File: src/rtl/dcmac_reset_sequencer.sv
// GT/DCMAC bring-up sequencer: global reset/TX-wait FSM plus per-port RX reset FSMs with timeout and bounded retry.
// Optional per-port link-loss counters are built when DCMAC_SEQ_LINKSTAT_EN is defined.
module dcmac_reset_sequencer #(
    parameter int NUM_PORTS      = 2,
    parameter int LANES_PER_PORT = 4,
    parameter int RESET_PULSE    = 32,
    parameter int SETTLE_CYCLES  = 1024,
    parameter int TIMEOUT_CYCLES = 1048576,
    parameter int MAX_RETRIES    = 7
) (
    input  logic                              s_axi_clk,
    input  logic                              s_axi_resetn,
    input  logic [NUM_PORTS-1:0]              gtpowergood,
    input  logic [NUM_PORTS*LANES_PER_PORT-1:0] gt_rx_reset_done_out,
    input  logic [NUM_PORTS*LANES_PER_PORT-1:0] gt_tx_reset_done_out,
    input  logic                              user_gt_reset_all,
    input  logic [NUM_PORTS-1:0]              user_gt_reset_rx_datapath,
    output logic                              gtpowergood_in,
    output logic                              gt_reset_all_in,
    output logic [NUM_PORTS-1:0]              gt_reset_rx_datapath_in,
    output logic [NUM_PORTS-1:0]              gt_reset_tx_datapath_in,
    output logic [NUM_PORTS-1:0]              gt_rx_reset_done,
    output logic [NUM_PORTS-1:0]              gt_tx_reset_done,
    output logic [NUM_PORTS-1:0]              port_up,
    output logic [NUM_PORTS-1:0]              port_fail,
    output logic [4*NUM_PORTS-1:0]            retry_count,
    output logic [8*NUM_PORTS-1:0]            link_loss_count
);
    localparam int NL    = NUM_PORTS * LANES_PER_PORT;
    localparam int SW    = NUM_PORTS + 2 * NL;
    localparam int PMAX0 = (TIMEOUT_CYCLES > SETTLE_CYCLES) ? TIMEOUT_CYCLES : SETTLE_CYCLES;
    localparam int PMAX  = (PMAX0 > RESET_PULSE) ? PMAX0 : RESET_PULSE;
    localparam int CW    = (PMAX > 1) ? $clog2(PMAX) : 1;
    localparam int GMAX  = (TIMEOUT_CYCLES > RESET_PULSE) ? TIMEOUT_CYCLES : RESET_PULSE;
    localparam int GCW   = (GMAX > 1) ? $clog2(GMAX) : 1;

    localparam logic [CW-1:0]  TO_LAST   = CW'(TIMEOUT_CYCLES - 1);
    localparam logic [CW-1:0]  ST_LAST   = CW'(SETTLE_CYCLES - 1);
    localparam logic [CW-1:0]  RP_LAST   = CW'(RESET_PULSE - 1);
    localparam logic [GCW-1:0] G_TO_LAST = GCW'(TIMEOUT_CYCLES - 1);
    localparam logic [GCW-1:0] G_RP_LAST = GCW'(RESET_PULSE - 1);
    localparam logic [3:0]     RETRY_MAX = 4'(MAX_RETRIES);

    typedef enum logic [1:0] {G_PWR, G_RST, G_TXW, G_RUN} g_state_t;
    typedef enum logic [2:0] {P_IDLE, P_WAIT, P_SETTLE, P_UP, P_RXRST, P_FAIL} p_state_t;

    logic [SW-1:0]        sync_q1, sync_q2;
    logic [NUM_PORTS-1:0] pg_s, rx_ok, tx_ok, rx_prev, rx_rise;
    logic [NL-1:0]        tx_s, rx_s;
    logic                 pg_all, all_prev, all_rise, glob_evt, port_run;

    always_ff @(posedge s_axi_clk or negedge s_axi_resetn) begin
        if (!s_axi_resetn) begin
            sync_q1 <= '0;
            sync_q2 <= '0;
        end else begin
            sync_q1 <= {gtpowergood, gt_tx_reset_done_out, gt_rx_reset_done_out};
            sync_q2 <= sync_q1;
        end
    end

    assign {pg_s, tx_s, rx_s} = sync_q2;
    assign pg_all = &pg_s;

    for (genvar p = 0; p < NUM_PORTS; p++) begin : g_lane_and
        assign rx_ok[p] = &rx_s[p*LANES_PER_PORT +: LANES_PER_PORT];
        assign tx_ok[p] = &tx_s[p*LANES_PER_PORT +: LANES_PER_PORT];
    end

    // Previous-value registers reset high so a level already asserted at reset is not an edge.
    always_ff @(posedge s_axi_clk or negedge s_axi_resetn) begin
        if (!s_axi_resetn) begin
            all_prev         <= 1'b1;
            rx_prev          <= '1;
            gtpowergood_in   <= 1'b0;
            gt_rx_reset_done <= '0;
            gt_tx_reset_done <= '0;
        end else begin
            all_prev         <= user_gt_reset_all;
            rx_prev          <= user_gt_reset_rx_datapath;
            gtpowergood_in   <= pg_all;
            gt_rx_reset_done <= rx_ok;
            gt_tx_reset_done <= tx_ok;
        end
    end

    assign all_rise = user_gt_reset_all & ~all_prev;
    assign rx_rise  = user_gt_reset_rx_datapath & ~rx_prev;
    assign glob_evt = ~pg_all | all_rise;

    g_state_t       g_state, g_next;
    logic [GCW-1:0] g_cnt;
    logic           g_cnt_clr;

    always_ff @(posedge s_axi_clk or negedge s_axi_resetn) begin
        if (!s_axi_resetn) begin
            g_state <= G_PWR;
            g_cnt   <= '0;
        end else begin
            g_state <= g_next;
            if (g_cnt_clr)
                g_cnt <= '0;
            else if (g_state == G_RST || g_state == G_TXW)
                g_cnt <= g_cnt + 1'b1;
        end
    end

    always_comb begin
        g_next    = g_state;
        g_cnt_clr = 1'b0;
        if (!pg_all) begin
            g_next    = G_PWR;
            g_cnt_clr = 1'b1;
        end else if (all_rise) begin
            g_next    = G_RST;
            g_cnt_clr = 1'b1;
        end else begin
            case (g_state)
                G_PWR: begin
                    g_next    = G_RST;
                    g_cnt_clr = 1'b1;
                end
                G_RST: if (g_cnt == G_RP_LAST) begin
                    g_next    = G_TXW;
                    g_cnt_clr = 1'b1;
                end
                // A TX timeout re-pulses reset_all; it is not charged to any port.
                G_TXW: if (&tx_ok) begin
                    g_next    = G_RUN;
                    g_cnt_clr = 1'b1;
                end else if (g_cnt == G_TO_LAST) begin
                    g_next    = G_RST;
                    g_cnt_clr = 1'b1;
                end
                default: ;
            endcase
        end
    end

    assign gt_reset_all_in         = (g_state == G_PWR) || (g_state == G_RST);
    assign gt_reset_tx_datapath_in = '0;
    assign port_run                = (g_state == G_RUN) && !glob_evt;

    for (genvar p = 0; p < NUM_PORTS; p++) begin : g_port
        p_state_t      st, nx;
        logic [CW-1:0] cnt;
        logic [3:0]    retry;
        logic          cnt_clr, retry_inc, retry_clr;

        always_ff @(posedge s_axi_clk or negedge s_axi_resetn) begin
            if (!s_axi_resetn) begin
                st    <= P_IDLE;
                cnt   <= '0;
                retry <= '0;
            end else begin
                st <= nx;
                if (cnt_clr)
                    cnt <= '0;
                else if (st == P_WAIT || st == P_SETTLE || st == P_RXRST)
                    cnt <= cnt + 1'b1;
                if (glob_evt || retry_clr)
                    retry <= '0;
                else if (retry_inc)
                    retry <= retry + 1'b1;
            end
        end

        // A user restart outranks a coincident timeout, so no retry is charged then.
        always_comb begin
            nx        = st;
            cnt_clr   = 1'b0;
            retry_inc = 1'b0;
            retry_clr = 1'b0;
            if (!port_run) begin
                nx      = P_IDLE;
                cnt_clr = 1'b1;
            end else if (rx_rise[p]) begin
                nx        = P_RXRST;
                cnt_clr   = 1'b1;
                retry_clr = 1'b1;
            end else begin
                case (st)
                    P_IDLE: begin
                        nx      = P_WAIT;
                        cnt_clr = 1'b1;
                    end
                    P_WAIT: if (rx_ok[p]) begin
                        nx      = P_SETTLE;
                        cnt_clr = 1'b1;
                    end else if (cnt == TO_LAST) begin
                        cnt_clr = 1'b1;
                        if (retry == RETRY_MAX) begin
                            nx = P_FAIL;
                        end else begin
                            nx        = P_RXRST;
                            retry_inc = 1'b1;
                        end
                    end
                    P_SETTLE: if (!rx_ok[p]) begin
                        nx      = P_WAIT;
                        cnt_clr = 1'b1;
                    end else if (cnt == ST_LAST) begin
                        nx      = P_UP;
                        cnt_clr = 1'b1;
                    end
                    P_UP: if (!rx_ok[p]) begin
                        nx      = P_RXRST;
                        cnt_clr = 1'b1;
                    end
                    P_RXRST: if (cnt == RP_LAST) begin
                        nx      = P_WAIT;
                        cnt_clr = 1'b1;
                    end
                    default: ;
                endcase
            end
        end

        assign gt_reset_rx_datapath_in[p] = (st == P_RXRST);
        assign port_up[p]                 = (st == P_UP);
        assign port_fail[p]               = (st == P_FAIL);
        assign retry_count[4*p +: 4]      = retry;

`ifdef DCMAC_SEQ_LINKSTAT_EN
        logic       ll_evt;
        logic [7:0] ll_cnt;
        assign ll_evt = port_run && !rx_rise[p] && (st == P_UP) && !rx_ok[p];
        always_ff @(posedge s_axi_clk or negedge s_axi_resetn) begin
            if (!s_axi_resetn)
                ll_cnt <= '0;
            else if (glob_evt)
                ll_cnt <= '0;
            else if (ll_evt && ll_cnt != 8'hFF)
                ll_cnt <= ll_cnt + 1'b1;
        end
        assign link_loss_count[8*p +: 8] = ll_cnt;
`else
        assign link_loss_count[8*p +: 8] = 8'h00;
`endif
    end

endmodule

File: config.mk
export PLATFORM = sky130hd
export DESIGN_NAME = dcmac_reset_sequencer
export DESIGN_NICKNAME = d
export VERILOG_FILES = /design/src/rtl/dcmac_reset_sequencer.sv
export SDC_FILE = /design/constraint.sdc
export NUM_CORES = 1
export LEC_CHECK = 0
export ABC_AREA = 1
export BUFFER_PORTS_ARGS = -buffer_cell sky130_fd_sc_hd__buf_4
export CAP_MARGIN = 20
export CORE_UTILIZATION = 46
export DETAILED_ROUTE_END_ITERATION = 16
export PLACE_DENSITY_LB_ADDON = 0.25
export SYNTH_ARGS = -nofsm -noshare
export SYNTH_HDL_FRONTEND = slang
export SYNTH_SLANG_ARGS = --single-unit
File: constraint.sdc
create_clock -name s_axi_clk -period 1.8 [get_ports s_axi_clk]
set_input_delay 0.36 -clock s_axi_clk [delete_from_list [all_inputs] [get_ports s_axi_clk]]
set_output_delay 0.36 -clock s_axi_clk [all_outputs]
set_load 0.01 [all_outputs]
After elaboration in Yosys (flattened, before gate mapping)
Index checks and enable logic that the tools add are counted.
{ "word_totals": {"elab_cells": 165, "input_bits": 23, "ff_bits": 120} }
{ "classes": {"n_eq_ne": 36, "addsub": 5, "n_bitwise": 6, "n_reduce_logical": 27, "muxes": 76} }
{ "ops": {"columns": ["op", "count"], "rows": [
  ["two-way mux 20 bit", 6],
  ["adder 20 x 1 -> 20 bit, second input constant", 3],
  ["equality test 20 bit, second input constant", 3],
  ["equality test 20 x 5 -> 1 bit, second input constant", 3],
  ["two-way mux 3 bit", 16],
  ["equality test 20 x 10 -> 1 bit, second input constant", 2],
  ["two-way mux 1 bit", 39],
  ["case mux 3 bit (5 select lines)", 2],
  ["!= test 5 x 4 -> 1 bit, second input constant", 4],
  ["two-way mux 4 bit", 4],
  ["AND reduction 4 bit", 4],
  ["!= test 7 x 4 -> 1 bit, second input constant", 2],
  ["equality test 3 x 2 -> 1 bit, second input constant", 4],
  ["equality test 3 bit, second input constant", 4],
  ["!= test 4 x 3 -> 1 bit, second input constant", 3],
  ["two-way mux 2 bit", 5],
  ["case mux 1 bit (5 select lines)", 2],
  ["AND reduction 5 bit", 2],
  ["nonzero test 2 bit", 5],
  ["adder 4 x 1 -> 4 bit, second input constant", 2],
  ["equality test 4 x 3 -> 1 bit, second input constant", 2],
  ["logical OR 1 bit", 8],
  ["!= test 4 bit, second input constant", 2],
  ["AND reduction 8 bit", 1],
  ["18 further kinds", 22]
]} }

Longest topological paths before layout
Gate-level depths: netlist (run 1).
{ "logic_depth": {"word_depth": 9, "mapped_depth": 13} }

Worst setup path after synthesis (run 1)
OpenSTA, ideal clock, no wires.
{ "synth_path": {"path_kind": "register to register", "startpoint": "register g_state[0]", "endpoint": "register g_cnt[14]", "stages_incl_launch_ff": 11, "period_less_slack_ns": 1.735, "t_required_ns": 1.728, "path_slack_ns": 0.065, "path_buffers": 1, "arrival_ns": 1.664, "path_cell_list": "dfrtp_1 > inv_1 > ha_1 > buf_4 > inv_1 > nor2_1 > nand2_1 > nor2_1 > nand3_1 > xor2_1 > nor2_1"} }
{ "synth_between": {"elab_chain_len": 5} }
{ "synth_rtl": {"columns": ["element", "line", "text"], "rows": [
  ["start: declaration", "91", "g_state_t g_state, g_next;"],
  ["start signal: assignment", "100", "g_state <= g_next;"],
  ["equality test 2 bit, or another cell as far along", "103, 118", null],
  ["case mux 1 bit (3 select lines)", "118", "case (g_state)"],
  ["two-way mux 1 bit", "114", "end else if (all_rise) begin"],
  ["two-way mux 1 bit", "111", "if (!pg_all) begin"],
  ["two-way mux 20 bit or nonzero test 2 bit (tied branches)", null, null],
  ["end signal: assignment", "104", "g_cnt <= g_cnt + 1'b1;"],
  ["end: declaration", "92", "logic [GCW-1:0] g_cnt;"]
]} }
Several ways; a longest one is shown, not always the timed one.
A chain may end at the register's enable or synchronous reset.

Final worst setup path (run 1)
{ "layout_path": {"startpoint": "register g_port[1].cnt[0]", "endpoint": "register g_port[1].cnt[2]"} }
{ "layout_between": {"elab_chain_len": 7} }
{ "layout_rtl": {"columns": ["element", "line", "text"], "rows": [
  ["start: declaration", "146", "logic [CW-1:0] cnt;"],
  ["start signal: assignment", "160", "cnt <= cnt + 1'b1;"],
  ["equality test 20 x 10 -> 1 bit or equality test 20 bit (tied branches)", "202, 190", null],
  ["two-way mux 1 bit (on tied branches)", "202, 190", null],
  ["two-way mux 1 bit (on tied branches)", "199, 187", null],
  ["case mux 1 bit (5 select lines)", "182", "case (st)"],
  ["two-way mux 1 bit", "177", "end else if (rx_rise[p]) begin"],
  ["two-way mux 1 bit", "174", "if (!port_run) begin"],
  ["two-way mux 20 bit or nonzero test 2 bit (tied branches)", null, null]
]} }
Several ways; a longest one is shown, not always the timed one. The select of a mux whose other input is x is not followed.

==> results of run 1 <==
==> stage by stage <==
stage	setup TNS (ns)	hold WS [ns]	setup WS, ns	utilization, %	instances
6_report	0	0.0418	0.00863	60.0	1057
5_1_grt	-1.45	0.0236	-0.0705	60.0	1057
4_1_cts	0	0.0271	0.000147	57.0	1039
3_5_place_dp	-0.157	0.335	-0.0223	52.2	1005
3_3_place_gp	0	0.332	0.0217	52.2	1005
2_1_floorplan	0	0.0644	0.0649	-	785
==> cell usage in the layout (no fill, tap or decap), drive strengths merged, types with 3 or more instances in the layout <==
cell and count:
nand3 83, xnor2 8, nor3 19, nand4 10
o21ai 10, buf 87, nand2 157, xor2 40
a21oi 12, nor2 175, clkbuf 20, inv 94
dfrtp 117, dfstp 3, conb 18, clkinvlp 4
ha 9
==> layer usage <==
layer	part of all wire [%]	wire length (um)	global-route usage, %
met5	0	0	0
met4	1.8	237	7.99
met3	3.4	453	5.36
met2	50	6520	31.7
met1	45	5940	24.1
==> worst min-delay path by stage <==
stage	to	startpoint	slack, ns
finish	sync_q1[7]	gt_rx_reset_done_out[7]	0.04
global route	sync_q1[11]	gt_tx_reset_done_out[3]	0.02
CTS	sync_q1[11]	gt_tx_reset_done_out[3]	0.03
detailed placement	sync_q2[10]	sync_q1[10]	0.33
global placement	sync_q2[7]	sync_q1[7]	0.33
floorplan	g_cnt[0]	s_axi_resetn	0.06
==> sequential cells by signal, indices dropped and copies added (netlist names) <==
signal            cells
all_prev              1
g_cnt                20
g_port.cnt           40
g_port.retry          8
g_port.st             6
g_state               2
gt_rx_reset_done      2
gt_tx_reset_done      2
gtpowergood_in        1
rx_prev               2
sync_q1              18
sync_q2              18
==> what timing repair did <==
action,4_1_cts,5_1_grt
resized for setup,11,67
endpoints found under the setup margin,26,76
cloned,0,4
pin swaps,2,17
hold buffers,1,0
setup buffers,1,14
hold endpoints to repair,28,0
==> critical path, stage by stage (launching register included) <==
cell,delay (ns)
dfrtp_1,0.40
ha_4,0.17
nand2_4,0.06
nor2_4,0.16
nand3_4,0.10
nor2_4,0.14
nor2_1,0.06
nor2_1,0.11
nand3_2,0.12
nand2_4,0.14
clkbuf_16,0.17
nor2_2,0.03
==> power by group through the flow <==
| stage | sequential [W] | clock [W] | combinational (W) |
|---|---|---|---|
| finish | 0.00277 | 0.00327 | 0.000226 |
| global route | 0.00277 | 0.00346 | 0.000256 |
| CTS | 0.00277 | 0.00334 | 0.000220 |
| detailed placement | 0.00281 | 0 | 0.000212 |
| global placement | 0.00281 | 0 | 0.000205 |
| floorplan | 0.00281 | 0 | 0.000104 |
==> final cells by class <==
class | instances | area, um^2 | share of cell area [%]
Multi-Input combinational cell | 552 | 3090 | 38.6
Sequential cell | 120 | 3010 | 37.6
Timing Repair Buffer | 90 | 774 | 9.67
Clock buffer | 18 | 439 | 5.49
Inverter | 86 | 330 | 4.13
Tap cell | 176 | 220 | 2.75
Clock inverter | 14 | 135 | 1.69
Timing Repair inverter | 1 | 6.26 | 0.0781
==> logic make-up (layout without fill, tap and decap cells) <==
group                      count (synthesis)  after routing  synth area share (%)
AOI/OAI and AO/OA                         26             26                  2.22
adders and majority gates                  9              9                  1.78
buffers and inverters                    113            209                  8.51
DFF                                      120            120                  47.6
other                                      1             18                0.0593
xor gates and xnor gates                  48             48                  6.65
and+or+nand+nor                          449            449                  32.9
muxes                                      2              2                 0.336
==> impl_metrics.env, run 1 <==
export IMPL_start_util_pct=47.4
export IMPL_num_fill_cells=1127
export IMPL_drive_gt1_share_pct=27.0
export IMPL_setup_violations=0
export IMPL_core_area_mm2=0.0133
export IMPL_status="finished clean"
export IMPL_synth_edf_count=0
export IMPL_endpoint="g_port[1].cnt[2]"
export IMPL_ys_seq_area_share_pct=47.6
export IMPL_vdd_drop_max_mv=0.640
export IMPL_drt_iter0_markers=291
export IMPL_io_pin_count=61
export IMPL_gp_congestion=0.903
export IMPL_postSynthAreaPerCell_um2=8.23
export IMPL_grt_overflow=0
export IMPL_p_sw_share_pct=23.5
export IMPL_insertion_delay_ns=0.42
export IMPL_area_growth_pct=26.6
export IMPL_yosys_warnings=0
export IMPL_crit_start="g_port[1].cnt[0]"
export IMPL_crit_required_ns=2.10
export IMPL_synth_top_area_share_pct=46.3
export IMPL_critPathCaptureType="flop"
export IMPL_dp_hpwl_um=8910
export IMPL_netSwitchingPower_w=0.00147
export IMPL_pwr_share_comb_pct=3.6
export IMPL_cts_buffers=17
export IMPL_rsz0062_at_grt="yes"
export IMPL_power_w=0.00626
export IMPL_rr_endpoint="g_port[1].cnt[2]"
export IMPL_synth_area_top_cells="dfrtp_1, nand2_1, nor2_1"
export IMPL_htree_levels=4
export IMPL_max_slew_worst_pin_slew_ns=0.596
export IMPL_reg2reg_depth=11
export IMPL_max_freq_ghz=0.558
export IMPL_post_route_drc_count=0
export IMPL_synth_area_leader_cell="dfrtp_1"
export IMPL_seqPwrFrac_pct=44.2
export IMPL_r2r_start="g_port[1].cnt[0]"
export IMPL_yosys_cell_count_top_type="nand2_1"
export IMPL_critPathKind="flop to flop"
export IMPL_p_int_w=0.00479
export IMPL_wire_per_inst_um=12.4
export IMPL_clkSlewWorstSetupHoldPaths_ns=0.06
export IMPL_slew_violations=0
export IMPL_portBuffers=42
export IMPL_cts_sinks=120
export IMPL_synth_lib_cells_used_distinct=34
export IMPL_dr_pass1_iters=5
export IMPL_ant_nets=0
export IMPL_grt_usage_pct=19.4
export IMPL_root_buffer="clkbuf_16"
export IMPL_via_count=5117
export IMPL_finalInstanceArea_mm2=0.00801
export IMPL_grt_antenna_before_repair=0
export IMPL_leakage_nw=3.64
export IMPL_p_clk_share_pct=52.2
export IMPL_finalWirelength_um=13200
export IMPL_reg2reg_slack_ns=0.009
export IMPL_rows=42
export IMPL_final_nets=900
export IMPL_cp_arrival_ns=2.10
export IMPL_hold_class="primary input to flop"
export IMPL_min_period_over_period_pct=99.5
export IMPL_die_w_um=119
export IMPL_grt_pass1_wl_um=21800
export IMPL_antennaDiodeCount=0
export IMPL_hold_viol_final=0
export IMPL_die_height_um=119
export IMPL_die_area_mm2=0.0142
export IMPL_place_area_mm2=0.00697
export IMPL_cap_violations=0
export IMPL_cts_tree="built"
export IMPL_relSlewSlack_pct=60.3
export IMPL_min_path_cells=1
export IMPL_crit_fanout=6
export IMPL_synth_common_cells="nand2_1, nor2_1, dfrtp_1, inv_1, nand3_1"
export IMPL_startpoint_type="flop"
export IMPL_synth_cells=768
export IMPL_synth_seq_cells=120
export IMPL_syn_area_mm2=0.00632
export IMPL_finalClockSkew_ns=0.00637
export IMPL_synth_main_ff_cell="dfrtp_1"
export IMPL_grt_pass1_vias=4954
export IMPL_clockBufferDepth=2
export IMPL_grt_max_degree=93
export IMPL_powerDensity_mw_per_mm2=782
export IMPL_min_period_ns=1.79
export IMPL_async_flop_share_pct=100
export IMPL_viasPerCell=4.84
Note: power is estimated with default switching activity, not from simulation.
==> run 2: changes to the inputs <==
--- a/config.mk
+++ b/config.mk
@@ -10,7 +10,9 @@
 export CAP_MARGIN = 20
 export CORE_UTILIZATION = 46
 export DETAILED_ROUTE_END_ITERATION = 16
+export GPL_TIMING_DRIVEN = 0
 export PLACE_DENSITY_LB_ADDON = 0.25
+export SETUP_SLACK_MARGIN = 0.3
 export SYNTH_ARGS = -nofsm -noshare
 export SYNTH_HDL_FRONTEND = slang
 export SYNTH_SLANG_ARGS = --single-unit
==> run 2 against run 1 <==
Hold slack got worse by 0.0027 ns. Die area did not move. Highest routed layer unchanged. Via count rose by 10%. Critical path depth did not move. Total power rose by 5.4%. Count of clock-buffer cells in the layout fell by 1. Combinational power rose by 38%. Flip-flop and latch count did not move. Core utilization rose by 9.3 points. The run now ends with setup timing left. Register-to-register slack got worse by 0.04 ns. First-iteration DRC count rose by 40%.
==> impl_metrics.env, run 2 (synthesized netlist as in run 1, its figures left out) <==
export IMPL_cts_buffers=17
export IMPL_largest_reg_flops=40
export IMPL_portBuffers=42
export IMPL_p_clk_share_pct=53.4
export IMPL_crit_required_ns=2.11
export IMPL_ant_nets=0
export IMPL_power_w=0.00660
export IMPL_slew_violations=0
export IMPL_dp_hpwl_um=8750
export IMPL_cp_arrival_ns=2.14
export IMPL_fin_ws_ns=-0.0297
export IMPL_wire_per_inst_um=14.5
export IMPL_violations="setup timing"
export IMPL_netSwitchingPower_w=0.00163
export IMPL_cts_sinks=120
export IMPL_drt_iter0_markers=408
export IMPL_status="finished, violations left"
export IMPL_clkSlewWorstSetupHoldPaths_ns=0.06
export IMPL_finalInstanceArea_mm2=0.00924
export IMPL_num_fill_cells=948
export IMPL_start_util_pct=47.4
export IMPL_root_buffer="clkbuf_16"
export IMPL_post_route_drc_count=0
export IMPL_leakage_nw=4.13
export IMPL_insertion_delay_ns=0.43
export IMPL_mostFrequentLayoutCells="nand2_1, buf_4, dfrtp_1"
export IMPL_min_period_ns=1.83
export IMPL_rows=42
export IMPL_whs_ns=0.0391
export IMPL_area_growth_pct=46.2
export IMPL_hold_viol_final=0
export IMPL_grt_overflow=0
export IMPL_crit_fanout=5
export IMPL_grt_pass1_wl_um=23600
export IMPL_max_freq_ghz=0.547
export IMPL_die_w_um=119
export IMPL_core_area_mm2=0.0133
export IMPL_reg2reg_slack_ns=-0.03
export IMPL_io_pin_count=61
export IMPL_finalSetupTns_ns=-0.203
export IMPL_final_nets=959
export IMPL_p_sw_share_pct=24.6
export IMPL_finalClockSkew_ns=0.0123
export IMPL_htree_levels=4
export IMPL_p_int_w=0.00498
export IMPL_min_period_over_period_pct=102
export IMPL_reg_top3="g_port.cnt x40, g_cnt x20"
export IMPL_pwr_share_comb_pct=4.7
export IMPL_gp_congestion=0.852
export IMPL_die_area_mm2=0.0142
export IMPL_place_area_mm2=0.00703
export IMPL_powerDensity_mw_per_mm2=715
export IMPL_grt_pass1_vias=5230
export IMPL_rsz0062_at_grt="yes"
export IMPL_finalWirelength_um=16200
export IMPL_antennaDiodeCount=0
export IMPL_critPathKind="flop to flop"
export IMPL_grt_usage_pct=21.1
export IMPL_hold_class="primary input to flop"
export IMPL_dr_pass1_iters=5
export IMPL_vdd_drop_max_mv=0.891
export IMPL_regMostFlops="g_port.cnt"
export IMPL_final_common_cell="nand2_1"
export IMPL_instances_no_fill=1116
export IMPL_via_count=5635
export IMPL_cap_violations=0
export IMPL_startpoint_type="flop"
export IMPL_critPathCaptureType="flop"
export IMPL_grt_max_degree=87
export IMPL_viasPerCell=5.05
export IMPL_clockBufferDepth=2
export IMPL_drive_gt1_share_pct=43.0
export IMPL_seqPwrFrac_pct=41.9
export IMPL_die_height_um=119
export IMPL_dp_cells=1004
export IMPL_grt_antenna_before_repair=0
export IMPL_setup_violations=12
export IMPL_cts_tree="built"
==> run 2: through the flow <==
step           util, %  worst slack [ns]
5_1_grt           69.2           -0.0966
3_5_place_dp      52.7           0.00856
2_1_floorplan        -             0.222
4_1_cts           62.2            0.0478
6_report          69.2           -0.0297
3_3_place_gp      52.5            0.0340
==> run 2: cell type report <==
| type | instances | area [um^2] | share of cell area [%] |
|---|---|---|---|
| Buffer | 27 | 256 | 2.78 |
| Clock buffer | 17 | 425 | 4.60 |
| Clock inverter | 15 | 178 | 1.92 |
| Inverter | 86 | 343 | 3.71 |
| Multi-Input combinational cell | 552 | 3700 | 40.1 |
| Sequential cell | 120 | 3020 | 32.7 |
| Tap cell | 176 | 220 | 2.38 |
| Timing Repair Buffer | 123 | 1090 | 11.8 |
==> run 2: layer usage <==
layer / wire length (um) / global-route usage [%] / up-vias
li1: - / - / 2697
met1: 6720 / 26.4 / 2710
met2: 8250 / 34.4 / 184
met5: 0 / 0 / -
met4: 449 / 8.39 / 0
met3: 800 / 5.89 / 44
==> run 2: worst max-delay path, cell delays in order (launching register included) <==
cell	delay, ns
dfrtp_1	0.40
ha_4	0.17
nand2_4	0.06
nor2_4	0.12
nand3_2	0.13
nor2_4	0.18
nor2_2	0.05
nor2_1	0.12
nand3_2	0.12
nand2_4	0.16
clkbuf_16	0.18
nor2_2	0.03
==> run 2: path summary, 6_finish.rpt <==
kind / from / to / cells after the start
max in group asynchronous: s_axi_resetn / rx_prev[0] / 3
min in group asynchronous: s_axi_resetn / g_port[1].cnt[7] / 2
min reg2reg: sync_q1[6] / sync_q2[6] / 0
max: g_port[1].cnt[1] / g_port[1].cnt[10] / 11
max reg2reg: g_port[1].cnt[1] / g_port[1].cnt[10] / 11
min: gt_rx_reset_done_out[1] / sync_q1[1] / 1
==> run 2: what timing repair did <==
| item | in CTS | in global routing |
|---|---|---|
| setup buffers | 46 | 28 |
| hold endpoints to repair | 34 | 0 |
| hold buffers | 1 | 0 |
| gates cloned | 3 | 2 |
| gates resized for setup | 84 | 164 |
| pin swaps | 36 | 57 |
| setup endpoints to repair | 83 | 83 |
==> run 2: power groups by stage <==
stage	combinational [W]	clock, W	sequential, W
after floorplan	0.000109	0	0.00281
after global placement	0.000224	0	0.00281
after detailed placement	0.000234	0	0.00281
after CTS	0.000267	0.00355	0.00277
after global routing	0.000340	0.00365	0.00277
final	0.000313	0.00352	0.00277
==> run 3: changes to the inputs <==
--- a/config.mk
+++ b/config.mk
@@ -11,6 +11,7 @@
 export CORE_UTILIZATION = 46
 export DETAILED_ROUTE_END_ITERATION = 16
 export GPL_TIMING_DRIVEN = 0
+export MAX_ROUTING_LAYER = met4
 export PLACE_DENSITY_LB_ADDON = 0.25
 export SETUP_SLACK_MARGIN = 0.3
 export SYNTH_ARGS = -nofsm -noshare
==> run 3 against run 2 <==
The run still ends with setup timing left. Combinational power increased by 3%. Sequential share of layout area is 0.20 points lower. Total power hardly changed. Flip-flop and latch count unchanged. Maximum frequency is essentially flat. Worst setup slack got worse by 0.0012 ns. Global-route usage grew 0.68 points. Critical path depth is the same. Critical endpoint unchanged. Clock skew down 0.00055 ns. Count of clock-buffer cells in the layout stayed put.
==> impl_metrics.env, run 3 (synthesized netlist as in run 1, its figures left out) <==
export IMPL_io_pin_count=61
export IMPL_leakage_nw=4.12
export IMPL_die_area_mm2=0.0142
export IMPL_hold_viol_final=0
export IMPL_root_buffer="clkbuf_16"
export IMPL_finalClockSkew_ns=0.0118
export IMPL_core_area_mm2=0.0133
export IMPL_grt_antenna_before_repair=0
export IMPL_startpoint_type="flop"
export IMPL_crit_fanout=5
export IMPL_setup_violations=13
export IMPL_slowest_delay_ns=0.40
export IMPL_finalWirelength_um=16200
export IMPL_post_route_drc_count=0
export IMPL_portBuffers=42
export IMPL_insertion_delay_ns=0.42
export IMPL_grt_pass1_wl_um=23700
export IMPL_wire_per_inst_um=14.5
export IMPL_clockBufferDepth=2
export IMPL_power_w=0.00660
export IMPL_antennaDiodeCount=0
export IMPL_final_nets=958
export IMPL_dr_pass1_iters=6
export IMPL_regMostFlops="g_port.cnt"
export IMPL_wl_met1_um=6710
export IMPL_slew_violations=0
export IMPL_critPathCaptureType="flop"
export IMPL_grt_usage_pct=21.8
export IMPL_cts_tree="built"
export IMPL_cp_arrival_ns=2.14
export IMPL_crit_buf_inv=1
export IMPL_drive_gt1_share_pct=43.9
export IMPL_status="finished, violations left"
export IMPL_htree_levels=4
export IMPL_grt_pass1_vias=5224
export IMPL_rows=42
export IMPL_violations="setup timing"
export IMPL_cts_buffers=17
export IMPL_grt_overflow=0
export IMPL_clkSlewWorstSetupHoldPaths_ns=0.06
export IMPL_place_area_mm2=0.00703
export IMPL_viasPerCell=5.03
export IMPL_cts_sinks=120
export IMPL_dp_hpwl_um=8750
export IMPL_instances_no_fill=1115
export IMPL_powerDensity_mw_per_mm2=709
export IMPL_die_w_um=119
export IMPL_slowest_stage="dfrtp_1"
export IMPL_grt_max_degree=87
export IMPL_dp_cells=1004
export IMPL_crit_family="simple AND/OR/NAND/NOR gates"
export IMPL_max_freq_ghz=0.546
export IMPL_crit_required_ns=2.11
export IMPL_die_height_um=119
export IMPL_via_count=5609
export IMPL_rsz0062_at_grt="yes"
export IMPL_path_cells="ha_4, nand2_4, nor2_4, nand3_2, nor2_4, nor2_2, nor2_1, nand3_2, nand2_4, clkbuf_16, nor2_2"
export IMPL_num_fill_cells=936
export IMPL_cap_violations=0
export IMPL_largest_reg_flops=40
export IMPL_finalInstanceArea_mm2=0.00931
export IMPL_ant_nets=0
export IMPL_dr_wl_met3_um=721
export IMPL_gp_congestion=0.865
export IMPL_wl_met2_um=8420
export IMPL_start_util_pct=47.4
export IMPL_final_common_cell="nand2_1"
export IMPL_top_layer="met4"
export IMPL_vdd_drop_max_mv=0.872
export IMPL_drt_iter0_markers=340
export IMPL_hold_class="primary input to flop"
export IMPL_fin_ws_ns=-0.0309
export IMPL_min_period_over_period_pct=102
export IMPL_reg_top3="g_port.cnt x40, g_cnt x20"
export IMPL_critPathKind="flop to flop"
export IMPL_min_period_ns=1.83
export IMPL_area_growth_pct=47.2
export IMPL_mostFrequentLayoutCells="nand2_1, buf_4, dfrtp_1"
## run 3: metrics by stage
stage	hold WS [ns]	utilization, %	TNS [ns]	setup WS, ns
floorplan	0.0644	-	0	0.222
CTS	0.0279	62.2	0	0.0478
detailed placement	0.279	52.7	0	0.00856
global route	0.0235	69.7	-1.62	-0.0960
global placement	0.331	52.5	0	0.0340
finish	0.0415	69.7	-0.225	-0.0309
## run 3: worst register-to-register path, cell delays in order (launching register included)
cell	delay, ns
dfrtp_1	0.40
ha_4	0.17
nand2_4	0.06
nor2_4	0.12
nand3_2	0.13
nor2_4	0.18
nor2_2	0.05
nor2_1	0.12
nand3_2	0.12
nand2_4	0.16
clkbuf_16	0.18
nor2_2	0.03
## run 3: layout make-up
class	count	area [um^2]	share of cell area, %
clock buffers	17	425	4.57
multi-input cells	552	3750	40.3
clock inverters	15	178	1.91
well taps	176	220	2.37
flip-flops and latches	120	3020	32.5
inverters	86	353	3.79
plain buffers	27	265	2.85
repair buffers	122	1090	11.8
## run 3: report_power, final
part           internal (W)  switching, W
sequential          0.00275     0.0000178
combinational      0.000138      0.000184
clock               0.00209       0.00142
total               0.00498       0.00162
## run 3: layer usage
layer | vias up | global-route usage [%]
met2 | 179 | 34.2
met1 | 2713 | 26.9
met3 | 31 | 5.89
met4 | 0 | 7.91
li1 | 2686 | -
met5 | - | -
## run 3: final timing paths
| check | slack [ns] | start | cells past startpoint | to |
|---|---|---|---|---|
| max in group asynchronous | 0.65 | s_axi_resetn | 3 | g_cnt[0] |
| max reg2reg | -0.03 | g_port[1].cnt[1] | 11 | g_port[1].cnt[10] |
| min | 0.04 | gt_rx_reset_done_out[3] | 1 | sync_q1[3] |
| min in group asynchronous | 0.41 | s_axi_resetn | 2 | g_port[1].cnt[6] |
| min reg2reg | 0.34 | sync_q1[6] | 0 | sync_q2[6] |
| max | -0.03 | g_port[1].cnt[1] | 11 | g_port[1].cnt[10] |
## run 3: repair_timing
item                       CTS  global route
setup endpoints to repair   83            83
hold buffers                 1             0
pin swaps                   36            64
setup buffers               46            27
hold endpoints to repair    34             0
resized for setup           84           183
cloned                       3             2
